### src/rtl/smg_scroll_src_pkg.sv
// -----------------------------------------------------------------------------
// smg_scroll_src_pkg
//   Shared definitions for the seven-segment scrolling digit source.
//   - scroll_state_e : message life cycle (EMPTY -> LOAD -> READY <-> RUN)
//   - DIGITS         : width of the visible window in hex digits
//   - NIBBLE_W       : bits per hex digit
//   - state_committed: true once a message has been committed (READY/RUN)
// -----------------------------------------------------------------------------
package smg_scroll_src_pkg;

    localparam int unsigned DIGITS   = 4;
    localparam int unsigned NIBBLE_W = 4;

    typedef enum logic [1:0] {
        ST_EMPTY = 2'd0,
        ST_LOAD  = 2'd1,
        ST_READY = 2'd2,
        ST_RUN   = 2'd3
    } scroll_state_e;

    function automatic logic state_committed(input scroll_state_e s);
        return (s == ST_READY) || (s == ST_RUN);
    endfunction

endpackage

### src/rtl/smg_tick_gen.sv
// -----------------------------------------------------------------------------
// smg_tick_gen
//   Free-running divider producing a one-cycle tick every DIV enabled cycles.
//   Also usable as the multiplex-rate divider of the display driver.
// Ports
//   clk     in  : clock, rising edge
//   rst     in  : asynchronous active-high reset, counter -> 0
//   en      in  : count while high, hold while low
//   restart in  : synchronous counter clear (wins over en)
//   tick    out : high in the cycle the counter sits at DIV-1 while enabled
// -----------------------------------------------------------------------------
module smg_tick_gen #(
    parameter int unsigned DIV = 4
) (
    input  logic clk,
    input  logic rst,
    input  logic en,
    input  logic restart,
    output logic tick
);

    localparam int unsigned      CNT_W = (DIV > 1) ? $clog2(DIV) : 1;
    localparam logic [CNT_W-1:0] TERM  = CNT_W'(DIV - 1);

    logic [CNT_W-1:0] cnt_q;
    logic [CNT_W-1:0] cnt_d;

    always_comb begin
        cnt_d = cnt_q;
        if (restart) begin
            cnt_d = '0;
        end else if (en) begin
            cnt_d = (cnt_q == TERM) ? '0 : cnt_q + CNT_W'(1);
        end
    end

    always_ff @(posedge clk or posedge rst) begin
        if (rst) begin
            cnt_q <= '0;
        end else begin
            cnt_q <= cnt_d;
        end
    end

    assign tick = en && !restart && (cnt_q == TERM);

endmodule

### src/rtl/smg_scroll_src.sv
// -----------------------------------------------------------------------------
// smg_scroll_src
//   Digit source for the 4-digit seven-segment driver. A message of hex digits
//   is loaded one digit at a time, then a 4-digit window is scrolled across it
//   (wrapping modulo the message length) once every STEP_DIV clocks.
// Ports
//   clk      in  : clock, rising edge
//   rst      in  : asynchronous active-high reset
//   clear    in  : discard message, back to EMPTY (highest priority)
//   wr_en    in  : write wr_digit at the write pointer (EMPTY/LOAD only)
//   wr_digit in  : digit to write
//   wr_last  in  : with wr_en, this digit ends the message
//   run      in  : level, 1 = scroll, 0 = hold window
//   dir      in  : 0 = scroll left (head+1), 1 = scroll right (head-1)
//   data     out : registered window buf[h],buf[h+1],buf[h+2],buf[h+3] (MSB first)
//   len      out : committed message length, 0 when no message
//   ready    out : message committed
//   step     out : one-cycle pulse in the cycle head has just advanced
// -----------------------------------------------------------------------------
module smg_scroll_src
    import smg_scroll_src_pkg::*;
#(
    parameter int unsigned STEP_DIV = 50_000_000,
    parameter int unsigned MAX_LEN  = 16
) (
    input  logic                         clk,
    input  logic                         rst,
    input  logic                         clear,
    input  logic                         wr_en,
    input  logic [3:0]                   wr_digit,
    input  logic                         wr_last,
    input  logic                         run,
    input  logic                         dir,
    output logic [15:0]                  data,
    output logic [$clog2(MAX_LEN+1)-1:0] len,
    output logic                         ready,
    output logic                         step
);

    localparam int unsigned      LEN_W    = $clog2(MAX_LEN + 1);
    localparam int unsigned      ADDR_W   = $clog2(MAX_LEN);
    localparam int unsigned      SUM_W    = LEN_W + 2;
    localparam logic [LEN_W-1:0] LAST_PTR = LEN_W'(MAX_LEN - 1);

    scroll_state_e     state_q;
    scroll_state_e     state_d;
    logic [LEN_W-1:0]  len_q;
    logic [LEN_W-1:0]  len_d;
    logic [LEN_W-1:0]  head_q;
    logic [LEN_W-1:0]  head_d;
    logic [LEN_W-1:0]  wr_ptr_q;
    logic [LEN_W-1:0]  wr_ptr_d;
    logic              step_q;
    logic              step_d;
    logic [15:0]       data_q;
    logic [15:0]       data_d;

    logic [3:0]        msg_q [MAX_LEN];
    logic              msg_we;
    logic [ADDR_W-1:0] msg_waddr;

    logic              tick;
    logic              run_enter;

    // (h + k) mod l for h < l and k <= 3. Three conditional subtractions are
    // enough even for l = 1, where h + k can reach 3 * l.
    function automatic logic [ADDR_W-1:0] wrap_idx(input logic [LEN_W-1:0] h,
                                                   input logic [LEN_W-1:0] l,
                                                   input logic [1:0]       k);
        logic [SUM_W-1:0] v;
        v = {2'b00, h} + {{LEN_W{1'b0}}, k};
        for (int i = 0; i < 3; i++) begin
            if (v >= {2'b00, l}) begin
                v = v - {2'b00, l};
            end
        end
        return v[ADDR_W-1:0];
    endfunction

    function automatic logic [LEN_W-1:0] next_head(input logic [LEN_W-1:0] h,
                                                   input logic [LEN_W-1:0] l,
                                                   input logic             d);
        logic [LEN_W-1:0] last;
        last = l - LEN_W'(1);
        if (d) begin
            return (h == '0) ? last : h - LEN_W'(1);
        end
        return (h == last) ? '0 : h + LEN_W'(1);
    endfunction

    // Derived from registered state and inputs only, so the prescaler restart
    // does not loop back through the next-state logic that consumes tick.
    assign run_enter = (state_q == ST_READY) && run && !clear;

    smg_tick_gen #(
        .DIV (STEP_DIV)
    ) u_step_tick (
        .clk     (clk),
        .rst     (rst),
        .en      (state_q == ST_RUN),
        .restart (run_enter),
        .tick    (tick)
    );

    always_comb begin
        state_d   = state_q;
        len_d     = len_q;
        head_d    = head_q;
        wr_ptr_d  = wr_ptr_q;
        step_d    = 1'b0;
        msg_we    = 1'b0;
        msg_waddr = wr_ptr_q[ADDR_W-1:0];

        if (clear) begin
            state_d  = ST_EMPTY;
            len_d    = '0;
            head_d   = '0;
            wr_ptr_d = '0;
        end else begin
            unique case (state_q)
                ST_EMPTY: begin
                    if (wr_en) begin
                        msg_we    = 1'b1;
                        msg_waddr = '0;
                        wr_ptr_d  = LEN_W'(1);
                        if (wr_last) begin
                            state_d = ST_READY;
                            len_d   = LEN_W'(1);
                            head_d  = '0;
                        end else begin
                            state_d = ST_LOAD;
                        end
                    end
                end
                ST_LOAD: begin
                    if (wr_en) begin
                        msg_we   = 1'b1;
                        wr_ptr_d = wr_ptr_q + LEN_W'(1);
                        // A full buffer commits itself, so no write can land
                        // beyond the last slot.
                        if (wr_last || (wr_ptr_q == LAST_PTR)) begin
                            state_d = ST_READY;
                            len_d   = wr_ptr_q + LEN_W'(1);
                            head_d  = '0;
                        end
                    end
                end
                ST_READY: begin
                    if (run) begin
                        state_d = ST_RUN;
                    end
                end
                ST_RUN: begin
                    // Dropping run wins over a coincident terminal count.
                    if (!run) begin
                        state_d = ST_READY;
                    end else if (tick) begin
                        step_d = 1'b1;
                        head_d = next_head(head_q, len_q, dir);
                    end
                end
                default: begin
                    state_d = ST_EMPTY;
                end
            endcase
        end
    end

    // Window follows the registered head, hence one cycle behind head changes.
    always_comb begin
        data_d = '0;
        if (!clear && state_committed(state_q)) begin
            for (int d = 0; d < DIGITS; d++) begin
                data_d[(DIGITS - 1 - d) * NIBBLE_W +: NIBBLE_W] =
                    msg_q[wrap_idx(head_q, len_q, 2'(d))];
            end
        end
    end

    always_ff @(posedge clk or posedge rst) begin
        if (rst) begin
            state_q  <= ST_EMPTY;
            len_q    <= '0;
            head_q   <= '0;
            wr_ptr_q <= '0;
            step_q   <= 1'b0;
            data_q   <= '0;
        end else begin
            state_q  <= state_d;
            len_q    <= len_d;
            head_q   <= head_d;
            wr_ptr_q <= wr_ptr_d;
            step_q   <= step_d;
            data_q   <= data_d;
        end
    end

    // Message storage carries no reset; it is only read once committed.
    always_ff @(posedge clk) begin
        if (msg_we) begin
            msg_q[msg_waddr] <= wr_digit;
        end
    end

    assign data  = data_q;
    assign len   = len_q;
    assign ready = state_committed(state_q);
    assign step  = step_q;

endmodule

### config.mk
export PLATFORM = sky130hd
export DESIGN_NAME = smg_scroll_src
export DESIGN_NICKNAME = d
export VERILOG_FILES = /design/src/rtl/smg_scroll_src_pkg.sv /design/src/rtl/smg_tick_gen.sv /design/src/rtl/smg_scroll_src.sv
export SDC_FILE = /design/constraint.sdc
export NUM_CORES = 1
export LEC_CHECK = 0
export CAP_MARGIN = 15
export CORE_AREA = 5 5 181 183
export DETAILED_ROUTE_END_ITERATION = 7
export DIE_AREA = 0 0 186 188
export GPL_ROUTABILITY_DRIVEN = 0
export PLACE_DENSITY = 0.57
export SYNTH_ARGS = -nofsm -noshare
export SYNTH_HDL_FRONTEND = slang
export SYNTH_SLANG_ARGS = --single-unit
### constraint.sdc
create_clock -name clk -period 9.65 [get_ports clk]
set_input_delay 1.93 -clock clk [delete_from_list [all_inputs] [get_ports clk]]
set_output_delay 1.93 -clock clk [all_outputs]
set_load 0.03 [all_outputs]
==> After elaboration in Yosys (flattened, before gate mapping) <==
Memory sizes are Yosys's and may differ from the RTL's.
Index checks and enable logic that the tools add are counted.
{ "word_totals": {"regBits": 60, "latch_bits": 0, "ram_bits": 64, "mem_bits_ro": 0, "in_bits": 11, "output_inout_bits": 23, "elab_cells": 148, "n_memories": 1} }
{ "memory_table": {"columns": ["name", "depth", "word_bits", "read_ports", "rd_clocked_by_memory_dff", "write_ports", "line_no", "source"], "rows": [
  ["msg_q", 16, 4, 4, 0, 1, "smg_scroll_src.sv:58", "logic [3:0] msg_q [MAX_LEN];"]
]} }
{ "classes": {"n_addsub": 20, "n_mul": 0, "div": 0, "n_lt_le_gt_ge": 12, "n_eq_ne": 14, "n_shift": 0, "mux": 75, "bitwise": 0, "n_reduce_logical": 19} }
{ "ops": {"columns": ["operator", "n"], "rows": [
  ["two-way mux 7 bit", 16],
  ["two-way mux 5 bit", 19],
  ["two-way mux 26 bit", 3],
  ["greater-or-equal comparator 7 x 5 -> 1 bit", 8],
  ["two-way mux 4 bit", 11],
  ["subtractor 7 x 5 -> 7 bit", 4],
  ["adder 26 x 1 -> 26 bit, second input constant", 1],
  ["equality test 26 bit, second input constant", 1],
  ["!= test 3 bit, second input constant", 8],
  ["subtractor 6 x 5 -> 7 bit", 3],
  ["case mux 5 bit (2 select lines)", 2],
  ["greater-or-equal comparator 6 x 5 -> 1 bit", 3],
  ["two-way mux 16 bit", 1],
  ["subtractor 4 bit", 4],
  ["case mux 5 bit (3 select lines)", 1],
  ["two-way mux 1 bit", 14],
  ["two-way mux 2 bit", 7],
  ["adder 5 x 2 -> 6 bit, second input constant", 2],
  ["adder 5 x 1 -> 5 bit, second input constant", 2],
  ["AND reduction 5 bit", 2],
  ["subtractor 5 x 1 -> 5 bit, second input constant", 2],
  ["case mux 2 bit (4 select lines)", 1],
  ["AND reduction 7 bit", 1],
  ["adder 5 x 1 -> 6 bit, second input constant", 1],
  ["other kinds (16)", 23]
]} }

==> Logic depth before layout (Yosys ltp) <==
{ "logic_depth": {"ltp_word": 15, "ltp_mapped": 33, "ltp_nobuf": 30} }

==> Cells and area by module <==
Synthesis repeated with hierarchy kept, for this count alone.
{ "hier_totals": {"hier_cells": 1167, "hier_area_um2": 10865.4} }
{ "modules_own_cells": {"columns": ["mod", "instances", "cells_each", "area_per_inst_um2", "seq_area_each_um2"], "rows": [
  ["smg_scroll_src", 1, 974, 9233.9, 2772.7],
  ["smg_tick_gen", 1, 193, 1631.6, 650.6]
]} }

==> Worst setup path before layout <==
No wires, ideal clock.
{ "synth_path": {"kind": "reg2reg", "from": "register len_q[1], in the netlist len[1]", "to": "register data_q[10], in the netlist data[10]", "setup_time_ns": 0.123, "arrival_time_ns": 7.154, "required_time_ns": 9.527, "path_slack_ns": 2.373, "stages_incl_launch_ff": 28, "path_buffers": 1, "synth_period_minus_slack_ns": 7.277, "cell_sequence": "dfrtp_1 > inv_1 > ha_1 > nand2b_1 > a21oi_1 > or3_1 > nand2b_1 > mux2i_1 > ha_1 > nor2b_1 > o31a_1 > o21a_1 > nor2_1 > and4b_1 > clkbuf_1 > mux2_2 > ha_1 > a21oi_1 > o21ai_0 > a311oi_1 > o21ba_2 > o2111a_1 > a31o_2 > nor2_1 > a21oi_1 > mux4_2 > mux2_2 > o2bb2ai_1"} }
{ "synth_via": {"elab_chain_len": 11, "word_cells_on_any_way": 14, "classes_between": "3 x add/sub; 3 x order compare; 7 x mux; 1 x memory"} }
{ "synth_rtl": {"columns": ["element", "line_no", "source"], "rows": [
  ["from (decl)", "smg_scroll_src.sv:47", "logic [LEN_W-1:0] len_q;"],
  ["from (signal assigned)", "smg_scroll_src.sv:190", "len_q <= len_d;"],
  ["subtractor 6 x 5 -> 7 bit / greater-or-equal comparator 6 x 5 -> 1 bit (equally long branches)", "smg_scroll_src.sv:74, smg_scroll_src.sv:73", null],
  ["two-way mux 7 bit", "smg_scroll_src.sv:73", "if (v >= {2'b00, l}) begin"],
  ["two-way mux 7 bit", "smg_scroll_src.sv:172", "if (!clear && state_committed(state_q)) begin"],
  ["subtractor 7 x 5 -> 7 bit / greater-or-equal comparator 7 x 5 -> 1 bit (equally long branches)", "smg_scroll_src.sv:74, smg_scroll_src.sv:73", null],
  ["two-way mux 7 bit", "smg_scroll_src.sv:73", null],
  ["two-way mux 7 bit", "smg_scroll_src.sv:172", null],
  ["greater-or-equal comparator 7 x 5 -> 1 bit / subtractor 4 bit (equally long branches)", "smg_scroll_src.sv:73, smg_scroll_src.sv:74", null],
  ["two-way mux 4 bit (*)", "smg_scroll_src.sv:73", null],
  ["two-way mux 4 bit (*)", "smg_scroll_src.sv:172", null],
  ["memory (16 x 4 bit) (*)", null, null],
  ["two-way mux 16 bit (*)", "smg_scroll_src.sv:172", null],
  ["named net data_d[10]", "smg_scroll_src.sv:56", "logic [15:0] data_d;"],
  ["to (signal assigned)", "smg_scroll_src.sv:194", "data_q <= data_d;"],
  ["to (decl)", "smg_scroll_src.sv:55", "logic [15:0] data_q;"]
]} }
Mark *: on every way through the listed nets, which the timed path passes. The rest lies on a longest branch. The select of a mux whose other input is x is not followed.
A chain may end at the register's enable or synchronous reset.

==> Worst setup path in the final report <==
{ "layout_path": {"from": "register head_q[1]", "to": "register data_q[1], in the netlist data[1]"} }
{ "layout_via": {"elab_chain_len": 12, "word_cells_on_any_way": 15, "classes_between": "4 x add/sub; 3 x order compare; 7 x mux; 1 x memory"} }
{ "layout_rtl": {"columns": ["element", "line_no", "source"], "rows": [
  ["from (decl)", "smg_scroll_src.sv:49", "logic [LEN_W-1:0] head_q;"],
  ["from (signal assigned)", "smg_scroll_src.sv:184", "head_q <= '0;"],
  ["from (signal assigned)", "smg_scroll_src.sv:191", "head_q <= head_d;"],
  ["adder 5 x 2 -> 6 bit (*)", "smg_scroll_src.sv:71", "v = {2'b00, h} + {{LEN_W{1'b0}}, k};"],
  ["subtractor 6 x 5 -> 7 bit / greater-or-equal comparator 6 x 5 -> 1 bit (equally long branches)", "smg_scroll_src.sv:74, smg_scroll_src.sv:73", null],
  ["two-way mux 7 bit (*)", "smg_scroll_src.sv:73", null],
  ["two-way mux 7 bit (*)", "smg_scroll_src.sv:172", null],
  ["subtractor 7 x 5 -> 7 bit / greater-or-equal comparator 7 x 5 -> 1 bit (equally long branches)", "smg_scroll_src.sv:74, smg_scroll_src.sv:73", null],
  ["two-way mux 7 bit (*)", "smg_scroll_src.sv:73", null],
  ["two-way mux 7 bit (*)", "smg_scroll_src.sv:172", null],
  ["greater-or-equal comparator 7 x 5 -> 1 bit / subtractor 4 bit (equally long branches)", "smg_scroll_src.sv:73, smg_scroll_src.sv:74", null],
  ["two-way mux 4 bit (*)", "smg_scroll_src.sv:73", null],
  ["two-way mux 4 bit (*)", "smg_scroll_src.sv:172", null],
  ["memory (16 x 4 bit) (*)", null, null],
  ["two-way mux 16 bit (*)", "smg_scroll_src.sv:172", null],
  ["named net data_d[1]", "smg_scroll_src.sv:56", null]
]} }
Marks and branches as above.

==> results.md <==
* Hold WS at 0.475 ns
* CTS tree: done
* WL/cell at 19.0 um
* ANT nets after route at 0
* Vias in the first global route at 8591
* Hpwl dp at 22.5 mm
* Post-DP Area at 11500 um^2
* Syn_nets at 1219
* Post-CTS sizing at 0
* Residual DRC at 0
* Postcts setup bufs at 0
* FF-to-FF path depth at 29
* Final max-slew violation count at 0
* Clk_lat worst skew at 0.43 ns
* Worst Setup SP: head_q[1]
* Fillers at about 3100
* TritonCTS Sinks at 124
* Initial core utilization at approximately 34%
* CP Capture Type: flip-flop
* Num ports at 34
* Via count at approximately 8700
* Die area at 35000 um^2
* Final wirelength at 29.7 mm
* DR pass1 iterations at 5
* Worst Setup Start Kind: flip-flop
* Final core utilization at 38.8%
* Vias/cell at 5.57
* # diodes at 0
* Crit Path Max Fanout at 12
* Setup TNS after final layout at 0 ns
* Syn_area_per_cell at 9.53 um^2
* Worst-path clk slew at around 0.06 ns
* Largest stage delay, worst path at 0.91 ns
* Storage cell area at 3420 um^2
* #FFs+latches synth at approximately 120
* CTS max path bufs at 2
* Design Area, Final at 12100 um^2
* CP top delay family: compound AO/OA/AOI/OAI gates
* Layout cell share with drive strength beyond 1 at about a tenth
* CTS root buf: clkbuf_16
* Worst path depth at 29
* Yosys Warn Count at 0
* Top FF cell, synth: edfxtp_1
* Reg-to-reg critical path startpoint: head_q[1]
* FFs w/ async S/R, synth at 48.4%
* Slew @ Worst Pin at approximately 1.1 ns
* Fmax at roughly 120 MHz
* Worst R2R End: data[1]
* DR iter-0 viols at around 750
* Nets at about 1200
* Critical path arrival at 8.81 ns
* Cell variety after synth at 81
* Critical path type: flip-flop to flip-flop
* IO Port Bufs at 33
* Outcome: finished clean
* Largest net degree at the start of global routing at between 60 and 70
* Most frequent CP cell: ha_1
* Worst slew margin at 21.3%
* Worst reg2reg setup slack at 1.21 ns
* First-pass GRT wire length at 46.9 mm
* Register area share after synthesis at 32.0%
* # rows at 65
* Post-Syn Instances at 1121
* Final period utilization at 87.5%
* Synthesized area at between 10000 and 15000 um^2
* Chip height at 188 um
* Final setup fails at 0
* Slowest CP cell: mux2i_1
* Initial antenna violation count at 0
* GR Overflow Total at 0
* Die Width at 186 um
* Multi-input gate area at 6950 um^2
* Post-synth EDFFs at 64
* Worst Hold Class: flip-flop to flip-flop
* GR Util All Layers at 16.9%
* CTS H-Tree Depth at 4
* Core region area at 31100 um^2
* Post-CTS Hold Buffers at 0
* Unrepaired setup endpoints after global routing: no
* Layout area overhead at 12.9%
* CP required at ~10 ns
* Final Hold Viols at 0
* Clk_skew at 0.0196 ns
* Worst Path Buf+Inv at 2
* Max cap viols at 0
* Minimum clock period at 8.44 ns
* CTS buffer count at 17
* CP endpoint: data[1]
cell families (layout without fill, tap and decap cells):
kind of cell / after synthesis / after routing / synth area share [%]
compound gates: 267 / 267 / 16.2
xor+xnor: 62 / 62 / 5.08
fa+ha+maj: 87 / 87 / 11.0
buf+inv: 81 / 122 / 3.29
flops: 124 / 124 / 32.0
mux: 166 / 166 / 17.1
simple gates: 334 / 334 / 15.2
state kept, by name, summed over array words and instances, names as in the netlist:
| name | count |
|---|---|
| data | 16 |
| head_q | 5 |
| len | 5 |
| msg_q | 64 |
| state_q | 2 |
| step | 1 |
| u_step_tick.cnt_q | 26 |
| wr_ptr_q | 5 |
cell usage after synthesis (12+ instances only):
| library cell | n | share of area [%] |
|---|---|---|
| a21oi_1 | 86 | 4.0 |
| o21ai_0 | 50 | 2.3 |
| buf_2 | 14 | 0.66 |
| nor2_1 | 81 | 2.8 |
| mux2i_1 | 115 | 11 |
| ha_1 | 75 | 8.8 |
| dfrtp_1 | 60 | 14 |
| nand3_1 | 26 | 1.2 |
| clkbuf_1 | 16 | 0.56 |
| xor2_1 | 32 | 2.6 |
| a221oi_1 | 17 | 1.4 |
| inv_1 | 41 | 1.4 |
| and3_1 | 16 | 0.94 |
| edfxtp_1 | 64 | 18 |
| xnor2_1 | 30 | 2.5 |
| nor2b_1 | 23 | 1.3 |
| a21o_1 | 20 | 1.4 |
| mux2_2 | 39 | 4.1 |
| fa_1 | 12 | 2.2 |
| nand2_1 | 119 | 4.2 |
worst min path at each step:
stage                     startpoint               endpoint  slack (ns)  cells past startpoint
2_1_floorplan  u_step_tick.cnt_q[25]  u_step_tick.cnt_q[25]        0.44                      1
3_3_place_gp   u_step_tick.cnt_q[25]  u_step_tick.cnt_q[25]        0.47                      1
3_5_place_dp   u_step_tick.cnt_q[25]  u_step_tick.cnt_q[25]        0.47                      1
4_1_cts        u_step_tick.cnt_q[25]  u_step_tick.cnt_q[25]        0.48                      1
5_1_grt        u_step_tick.cnt_q[23]  u_step_tick.cnt_q[23]        0.49                      1
6_report       u_step_tick.cnt_q[25]  u_step_tick.cnt_q[25]        0.48                      1
area by class of cell:
type	instances	share of cell area, %
clock buffer	18	3.56
clock inverter	14	1.33
inverter	43	1.34
multi-input combinational	916	57.6
sequential	124	28.4
tap	402	4.17
timing repair buffer	47	3.64
cells in the final DEF, fill, tap and decap left out, types with 7 or more instances in the layout:
| cell type | instances |
|---|---|
| clkbuf_16 | 17 |
| a22oi_1 | 8 |
| nand2_1 | 119 |
| o21ai_0 | 50 |
| dfrtp_1 | 60 |
| mux2i_1 | 112 |
| xnor2_1 | 30 |
| and3_1 | 16 |
| clkdlybuf4s50_1 | 33 |
| xor2_1 | 32 |
| nor3_1 | 8 |
| mux2_2 | 39 |
| inv_1 | 40 |
| buf_4 | 13 |
| a21oi_1 | 85 |
| nor2_1 | 81 |
| o31ai_1 | 7 |
| o21a_1 | 9 |
| nand3_1 | 26 |
| edfxtp_1 | 64 |
| a221oi_1 | 17 |
| or3_1 | 8 |
| o21ai_1 | 9 |
| a21o_1 | 20 |
| nor2b_1 | 23 |
| ha_1 | 75 |
| fa_1 | 12 |
| o211ai_1 | 7 |
metrics by stage:
stage	setup WS, ns	std cells
final	1.21	1564
after global routing	0.742	1564
after CTS	1.23	1563
after detailed placement	1.24	1531
after global placement	1.46	1531
after floorplan	2.37	1121
per-layer routing:
| layer | track usage (%) | routed length (um) |
|---|---|---|
| met1 | 24.4 | 13800 |
| met4 | 4.90 | 608 |
| met5 | 0 | 0 |
| met2 | 26.2 | 13500 |
| met3 | 2.70 | 1770 |
Power is left out: the tool's default activity adds up to more than one toggle a clock period on the data nets, which glitch-free logic cannot reach.
